--- config.mk ---
export PLATFORM = sky130hd
export DESIGN_NAME = mem_fill_ctrl_flat
export DESIGN_NICKNAME = d
export VERILOG_FILES = /design/src/rtl/mem_fill_ctrl_pkg.sv /design/src/rtl/mem_fill_ctrl_if.sv /design/src/rtl/mem_fill_ctrl_arbiter.sv /design/src/rtl/mem_fill_ctrl.sv /design/src/flat_wrapper.sv
export SDC_FILE = /design/constraint.sdc
export NUM_CORES = 1
export LEC_CHECK = 0
export ABC_CLOCK_PERIOD_IN_PS = 2920
export CORE_MARGIN = 2
export CORE_UTILIZATION = 44
export CTS_CLUSTER_SIZE = 25
export DETAILED_ROUTE_END_ITERATION = 16
export GPL_TIMING_DRIVEN = 0
export PLACE_DENSITY_LB_ADDON = 0.08
export SLEW_MARGIN = 20
export SYNTH_ARGS = -nofsm -noshare
export SYNTH_HDL_FRONTEND = slang
export SYNTH_SLANG_ARGS = --single-unit
--- constraint.sdc ---
create_clock -name clk -period 2.92 [get_ports clk]
set_input_delay 0.584 -clock clk [delete_from_list [all_inputs] [get_ports clk]]
set_output_delay 0.584 -clock clk [all_outputs]
set_load 0.1 [all_outputs]
--- src/rtl/mem_fill_ctrl_pkg.sv ---
// mem_fill_ctrl_pkg
//   Shared types and constants for the cache-line fill controller.
//   - fill_state_e : 2-bit fill FSM encoding (also exported for debug)
//   - owner_e      : which cache owns the current fill (D or I)
//   - LINE_WORDS   : 16-bit words per 16-byte line
//   - LINE_MASK    : clears the word/byte offset to get the line base
//   - line_word_addr() : byte address of word <idx> inside a line
package mem_fill_ctrl_pkg;

   localparam int          LINE_WORDS  = 8;
   localparam logic [15:0] LINE_MASK   = 16'hFFF0;
   // Nominal main-memory read latency the controller is paired with.
   localparam int          MEM_LATENCY = 4;

   typedef enum logic [1:0] {
      ST_IDLE  = 2'd0,
      ST_ISSUE = 2'd1,
      ST_DRAIN = 2'd2,
      ST_DONE  = 2'd3
   } fill_state_e;

   typedef enum logic {
      OWNER_D = 1'b0,
      OWNER_I = 1'b1
   } owner_e;

   // The word index only replaces bits [3:1]; nothing carries into bit 4,
   // so a line near the top of memory never wraps into another line.
   function automatic logic [15:0] line_word_addr(input logic [15:0] base,
                                                  input logic [2:0]  idx);
      return base | {12'b0, idx, 1'b0};
   endfunction

endpackage

--- src/rtl/mem_fill_ctrl_if.sv ---
// mem_fill_ctrl_if
//   Read bus between the fill controller (master) and main memory (slave).
//   - MemEnable    : master -> slave, one read issued per cycle it is high
//   - MemAddr      : master -> slave, byte address of that read
//   - MemRdData    : slave -> master, read data
//   - MemDataValid : slave -> master, MemRdData valid this cycle
// Handshake: strobe-only, no backpressure. Every cycle MemEnable is high
// is one accepted read; the memory answers each read exactly once with a
// single-cycle MemDataValid, in issue order, a fixed latency later.
interface mem_fill_ctrl_if;
   logic        MemEnable;
   logic [15:0] MemAddr;
   logic [15:0] MemRdData;
   logic        MemDataValid;

   modport master (output MemEnable, output MemAddr,
                   input  MemRdData, input  MemDataValid);
   modport slave  (input  MemEnable, input  MemAddr,
                   output MemRdData, output MemDataValid);
endinterface

--- src/rtl/mem_fill_ctrl_arbiter.sv ---
// fill_req_arbiter
//   Combinational choice between the two cache miss requests.
//   - d_req/d_addr : D-cache miss request and byte address
//   - i_req/i_addr : I-cache miss request and byte address
//   - grant        : some request is present
//   - owner        : winning side (D has fixed priority)
//   - base         : line base address of the winner
module fill_req_arbiter
   import mem_fill_ctrl_pkg::*;
(
   input  logic        d_req,
   input  logic [15:0] d_addr,
   input  logic        i_req,
   input  logic [15:0] i_addr,
   output logic        grant,
   output owner_e      owner,
   output logic [15:0] base
);

   always_comb begin
      grant = d_req | i_req;
      owner = OWNER_D;
      base  = d_addr & LINE_MASK;
      if (!d_req && i_req) begin
         owner = OWNER_I;
         base  = i_addr & LINE_MASK;
      end
   end

endmodule

--- src/rtl/mem_fill_ctrl.sv ---
// mem_fill_ctrl
//   Cache-line fill controller. Grants one miss (D before I), issues the
//   eight word reads of the line, streams each returned word back to the
//   owning cache with a one-cycle write-enable, and holds the requester's
//   stall until the line is complete.
//   - clk, rst           : clock, synchronous active-high reset
//   - mem_bus            : main-memory read bus (master side)
//   - DMemoryRequest/Address, IMemoryRequest/Address : miss requests
//   - FillData/FillAddress : registered word and its byte address
//   - DCacheWriteEnable/ICacheWriteEnable : registered write strobes
//   - DStall/IStall      : combinational pipeline stalls
//   - dbg_state          : current FSM state
module mem_fill_ctrl
   import mem_fill_ctrl_pkg::*;
(
   input  logic                  clk,
   input  logic                  rst,
   mem_fill_ctrl_if.master       mem_bus,
   input  logic                  DMemoryRequest,
   input  logic [15:0]           DMemoryAddress,
   input  logic                  IMemoryRequest,
   input  logic [15:0]           IMemoryAddress,
   output logic [15:0]           FillData,
   output logic [15:0]           FillAddress,
   output logic                  DCacheWriteEnable,
   output logic                  ICacheWriteEnable,
   output logic                  DStall,
   output logic                  IStall,
   output fill_state_e           dbg_state
);

   fill_state_e state_q, state_d;
   owner_e      owner_q, owner_d;
   logic [15:0] base_q, base_d;
   logic [2:0]  issue_cnt_q, issue_cnt_d;
   logic [3:0]  ret_cnt_q, ret_cnt_d;
   logic [15:0] fill_data_q, fill_data_d;
   logic [15:0] fill_addr_q, fill_addr_d;
   logic        d_we_q, d_we_d;
   logic        i_we_q, i_we_d;

   logic        grant;
   owner_e      grant_owner;
   logic [15:0] grant_base;

   fill_req_arbiter u_arb (
      .d_req  (DMemoryRequest),
      .d_addr (DMemoryAddress),
      .i_req  (IMemoryRequest),
      .i_addr (IMemoryAddress),
      .grant  (grant),
      .owner  (grant_owner),
      .base   (grant_base)
   );

   always_comb begin
      state_d     = state_q;
      owner_d     = owner_q;
      base_d      = base_q;
      issue_cnt_d = issue_cnt_q;
      ret_cnt_d   = ret_cnt_q;
      fill_data_d = fill_data_q;
      fill_addr_d = fill_addr_q;
      d_we_d      = 1'b0;
      i_we_d      = 1'b0;
      mem_bus.MemEnable = 1'b0;
      mem_bus.MemAddr   = 16'h0000;

      case (state_q)
         ST_IDLE: begin
            if (grant) begin
               state_d     = ST_ISSUE;
               owner_d     = grant_owner;
               base_d      = grant_base;
               issue_cnt_d = 3'd0;
               ret_cnt_d   = 4'd0;
            end
         end
         ST_ISSUE: begin
            mem_bus.MemEnable = 1'b1;
            mem_bus.MemAddr   = line_word_addr(base_q, issue_cnt_q);
            issue_cnt_d       = issue_cnt_q + 3'd1;
            if (issue_cnt_q == 3'(LINE_WORDS - 1)) begin
               state_d = ST_DRAIN;
            end
         end
         ST_DRAIN: begin
            // ret_cnt reaches LINE_WORDS the cycle the last word's
            // write-enable is on the outputs; DONE follows it.
            if (ret_cnt_q == 4'(LINE_WORDS)) begin
               state_d = ST_DONE;
            end
         end
         ST_DONE: begin
            state_d = ST_IDLE;
         end
         default: begin
            state_d = ST_IDLE;
         end
      endcase

      // Returns overlap issuing, so they are accepted in ISSUE and DRAIN.
      if ((state_q == ST_ISSUE || state_q == ST_DRAIN) &&
          mem_bus.MemDataValid && (ret_cnt_q < 4'(LINE_WORDS))) begin
         fill_data_d = mem_bus.MemRdData;
         fill_addr_d = line_word_addr(base_q, ret_cnt_q[2:0]);
         ret_cnt_d   = ret_cnt_q + 4'd1;
         if (owner_q == OWNER_D) begin
            d_we_d = 1'b1;
         end else begin
            i_we_d = 1'b1;
         end
      end

      // Read strobe and address are forced quiet while reset is held.
      if (rst) begin
         mem_bus.MemEnable = 1'b0;
         mem_bus.MemAddr   = 16'h0000;
      end
   end

   always_ff @(posedge clk) begin
      if (rst) begin
         state_q     <= ST_IDLE;
         owner_q     <= OWNER_D;
         base_q      <= 16'h0000;
         issue_cnt_q <= 3'd0;
         ret_cnt_q   <= 4'd0;
         fill_data_q <= 16'h0000;
         fill_addr_q <= 16'h0000;
         d_we_q      <= 1'b0;
         i_we_q      <= 1'b0;
      end else begin
         state_q     <= state_d;
         owner_q     <= owner_d;
         base_q      <= base_d;
         issue_cnt_q <= issue_cnt_d;
         ret_cnt_q   <= ret_cnt_d;
         fill_data_q <= fill_data_d;
         fill_addr_q <= fill_addr_d;
         d_we_q      <= d_we_d;
         i_we_q      <= i_we_d;
      end
   end

   // A side is released only in the DONE cycle of its own fill; a side
   // queued behind the other's fill stays stalled throughout.
   assign DStall = DMemoryRequest & ~((state_q == ST_DONE) && (owner_q == OWNER_D));
   assign IStall = IMemoryRequest & ~((state_q == ST_DONE) && (owner_q == OWNER_I));

   assign FillData          = fill_data_q;
   assign FillAddress       = fill_addr_q;
   assign DCacheWriteEnable = d_we_q;
   assign ICacheWriteEnable = i_we_q;
   assign dbg_state         = state_q;

endmodule
--- src/flat_wrapper.sv ---
// flat-port wrapper written by rule: the top's interface ports become plain ports
module mem_fill_ctrl_flat import mem_fill_ctrl_pkg::*;
  (clk, rst, DMemoryRequest, DMemoryAddress, IMemoryRequest, IMemoryAddress, FillData, FillAddress, DCacheWriteEnable, ICacheWriteEnable, DStall, IStall, dbg_state, mem_bus_MemEnable, mem_bus_MemAddr, mem_bus_MemRdData, mem_bus_MemDataValid);
  mem_fill_ctrl_if mem_bus_i ();
  input  logic clk;
  input  logic rst;
  input  logic DMemoryRequest;
  input  logic [15:0] DMemoryAddress;
  input  logic IMemoryRequest;
  input  logic [15:0] IMemoryAddress;
  output logic [15:0] FillData;
  output logic [15:0] FillAddress;
  output logic DCacheWriteEnable;
  output logic ICacheWriteEnable;
  output logic DStall;
  output logic IStall;
  output fill_state_e dbg_state;
  output wire logic [$bits(mem_bus_i.MemEnable)-1:0] mem_bus_MemEnable;
  output wire logic [$bits(mem_bus_i.MemAddr)-1:0] mem_bus_MemAddr;
  input wire logic [$bits(mem_bus_i.MemRdData)-1:0] mem_bus_MemRdData;
  input wire logic [$bits(mem_bus_i.MemDataValid)-1:0] mem_bus_MemDataValid;
  assign mem_bus_MemEnable = mem_bus_i.MemEnable;
  assign mem_bus_MemAddr = mem_bus_i.MemAddr;
  assign mem_bus_i.MemRdData = mem_bus_MemRdData;
  assign mem_bus_i.MemDataValid = mem_bus_MemDataValid;
  mem_fill_ctrl u_core (.clk(clk), .rst(rst), .mem_bus(mem_bus_i), .DMemoryRequest(DMemoryRequest), .DMemoryAddress(DMemoryAddress), .IMemoryRequest(IMemoryRequest), .IMemoryAddress(IMemoryAddress), .FillData(FillData), .FillAddress(FillAddress), .DCacheWriteEnable(DCacheWriteEnable), .ICacheWriteEnable(ICacheWriteEnable), .DStall(DStall), .IStall(IStall), .dbg_state(dbg_state));
endmodule
==> impl_metrics.json <==
{
  "synth-seq-cells": 55,
  "num_io_pins": 108,
  "grt_overflow": 0,
  "cts-buffers-inserted": 5,
  "drc": 0,
  "synth.avg_cell_area_sq_um": 8.49,
  "clk_pin_slew_ps": 100,
  "timing.final.crit_share_pct": 96.8,
  "slew_violations": 0,
  "crit_chain": "clkdlybuf4s50_1 > a21boi_1 > dlygate4sd2_1",
  "setup_violations": 0,
  "drtAntennaViolNets": 0,
  "hold_class": "reg2reg",
  "start_kind": "input port",
  "outcome": "completed",
  "cp.arrival_ps": 2240,
  "grt_pass1_vias": 2129,
  "period_minus_slack_ps": 2830,
  "die-height_um": 77.1,
  "clock_sinks": 55,
  "wl_per_cell_um": 12.8,
  "cts_tree": "yes",
  "critPathSlowestCell": "dlygate4sd2_1",
  "synth_cell_types": 32,
  "vias": 2226,
  "critical_path_required_ps": 2340,
  "port_buffers": 97,
  "n_fill_cell": 484,
  "placed_cells": 445,
  "clock_skew_ps": 4.43,
  "final_cell_mix": "clkdlybuf4s50_1 (79), nand2_1 (65), dfxtp_1 (53), a21oi_1 (39), a211oi_1 (15)",
  "first_iter_violations": 86,
  "fin_ws_ps": 93.0,
  "cts_hold_buf": 0,
  "crit_path_end_kind": "primary output",
  "routed_wl_mm": 5.80,
  "rows": 26,
  "hold_depth": 2,
  "ys_warn_count": 0,
  "first_pass_iters": 4,
  "crit_path_max_incr_delay_ps": 860,
  "crit_fanout": 7,
  "clkLatencyLatePin_ps": 310,
  "root_buffer": "clkbuf_8",
  "multi_input_area_sq_um": 1160,
  "dieArea_sq_um": 5950,
  "die_x_um": 77.1,
  "antenna_found_initial": 0,
  "final_common_cell": "clkdlybuf4s50_1",
  "area.growth.synth_to_final_pct": 48.1,
  "stdcell_count": 453,
  "max_slew.worst_pin.slew_ps": 1010,
  "netlist_instances": 277,
  "final-hold-violation-count": 0,
  "place.gp.congestion": 0.784,
  "layout.nets": 444,
  "grt_usage_pct": 20.3,
  "grt_max_degree": 18,
  "fmax_ghz": 0.354,
  "htree_levels": 2,
  "dp_worst_setup_slack_ps": -658,
  "synthTopCellsByArea": "dfxtp_1 (47%), nand2_1 (10%), a21oi_1 (8.3%)",
  "syn_area_sq_um": 2350,
  "register_area_sq_um": 1100,
  "start_util_pct": 45.8,
  "coreArea_sq_um": 5140,
  "grt_pass1_wl_mm": 9.74,
  "worst_r2r_path_depth": 5,
  "clock_path_buffers": 2,
  "power.density_nw_per_um2": 874,
  "dp_hpwl_mm": 4.41,
  "num_antenna_cells": 0,
  "synth_top_area_share_pct": 46.8,
  "vdd_drop_max_mv": 0.545,
  "drv_cap": 0,
  "rsz0062_at_grt": "false",
  "max_slew_margin_pct": 32.8,
  "vias_per_cell": 4.91,
  "post-route-util_pct": 67.8,
  "power_leakage_nw": 1.33,
  "drive_gt1_share_pct": 12.8,
  "hold_ws_ps": 459,
  "post_cts_buffers": 0,
  "criticalPathCategory": "in2out",
  "yosysSeqAreaShare_pct": 46.8,
  "yosysTopAreaCell": "dfxtp_1"
}
-- cells in the mapped netlist --
master	number
and2_1	15
buf_1	1
nor3_1	2
clkbuf_1	10
nand2b_1	2
buf_6	1
buf_2	5
and2b_2	1
mux2i_1	13
ha_1	9
nor4_1	1
nand2_1	65
a21boi_0	2
a21oi_1	39
nor3b_1	1
nor2b_1	2
nand3_1	4
nor2_1	13
inv_1	5
o21a_1	1
and3b_1	1
or3b_2	1
mux2_2	1
nand4_1	1
o21ai_0	4
buf_4	2
nand3b_1	2
conb_1	1
a211o_1	1
a211oi_1	15
nand3b_4	1
dfxtp_1	55
-- final timing paths --
check                         startpoint                      to  slack (ps)
setup / recovery          IMemoryRequest                  IStall          90
hold / removal    u_core.FillAddress[14]  u_core.FillAddress[14]         460
setup reg to reg     u_core.dbg_state[0]     u_core.dbg_state[1]        1190
hold reg to reg   u_core.FillAddress[14]  u_core.FillAddress[14]         460
-- final cells by class --
type	instances	area share (%)
Clock buffer	5	1.97
Timing Repair Buffer	97	26.8
Buffer	19	2.76
Inverter	5	0.539
Clock inverter	3	0.575
Tap cell	70	2.51
Sequential cell	55	31.7
Multi-Input combinational cell	199	33.2
-- cells by family (layout without fill, tap and decap cells) --
family / Yosys count / count (layout) / synth area share [%]
other: 1 / 2 / 0.159
DFF: 55 / 55 / 46.8
AOI/OAI and AO/OA: 62 / 62 / 15.3
buffers and inverters: 24 / 129 / 4.73
and+or+nand+nor: 112 / 112 / 22.2
muxes: 14 / 14 / 6.01
adders and majority gates: 9 / 9 / 4.79
-- metal layers --
metal	share of wire (%)	vias up	GRT usage (%)
met5	0	-	0
met4	0.97	0	4.82
met3	7.2	7	6.82
met2	50	60	36.1
met1	42	1023	23.6
li1	-	1136	-
-- repair_timing --
action / CTS / global route
endpoints found under the setup margin: 18 / 10
pin swaps: 0 / 0
cloned: 0 / 0
gates resized for setup: 68 / 1
-- per-stage QoR --
step	setup TNS (ps)	instance area (sq um)	total power, mW
3_3_place_gp	-9040	3430	2.65
5_1_grt	0	3480	3.22
2_1_floorplan	0	2370	2.27
3_5_place_dp	-9070	3430	2.68
4_1_cts	0	3480	3.07
6_report	0	3480	3.04
-- where the power goes --
part           internal [mW]  leakage [nW]  switching (mW)  total, mW
Clock                  0.167        0.0402           0.241      0.409
Sequential             0.912         0.450           0.106       1.02
Combinational          0.426         0.838            1.19       1.62
-- worst max-delay path: cells and delay by family --
family,cells,cell delay [ps]
AO/OA/AOI/OAI,1,180
buffers and inverters,2,1470
-- sequential cells by signal, summed over array words and instances (netlist names) --
name	cells
u_core.FillData	16
u_core.ret_cnt_q	4
u_core.DCacheWriteEnable	1
u_core.FillAddress	15
u_core.owner_q	1
u_core.dbg_state	2
u_core.base_q	12
u_core.issue_cnt_q	3
u_core.ICacheWriteEnable	1
Note: power is estimated with default switching activity, not from simulation.
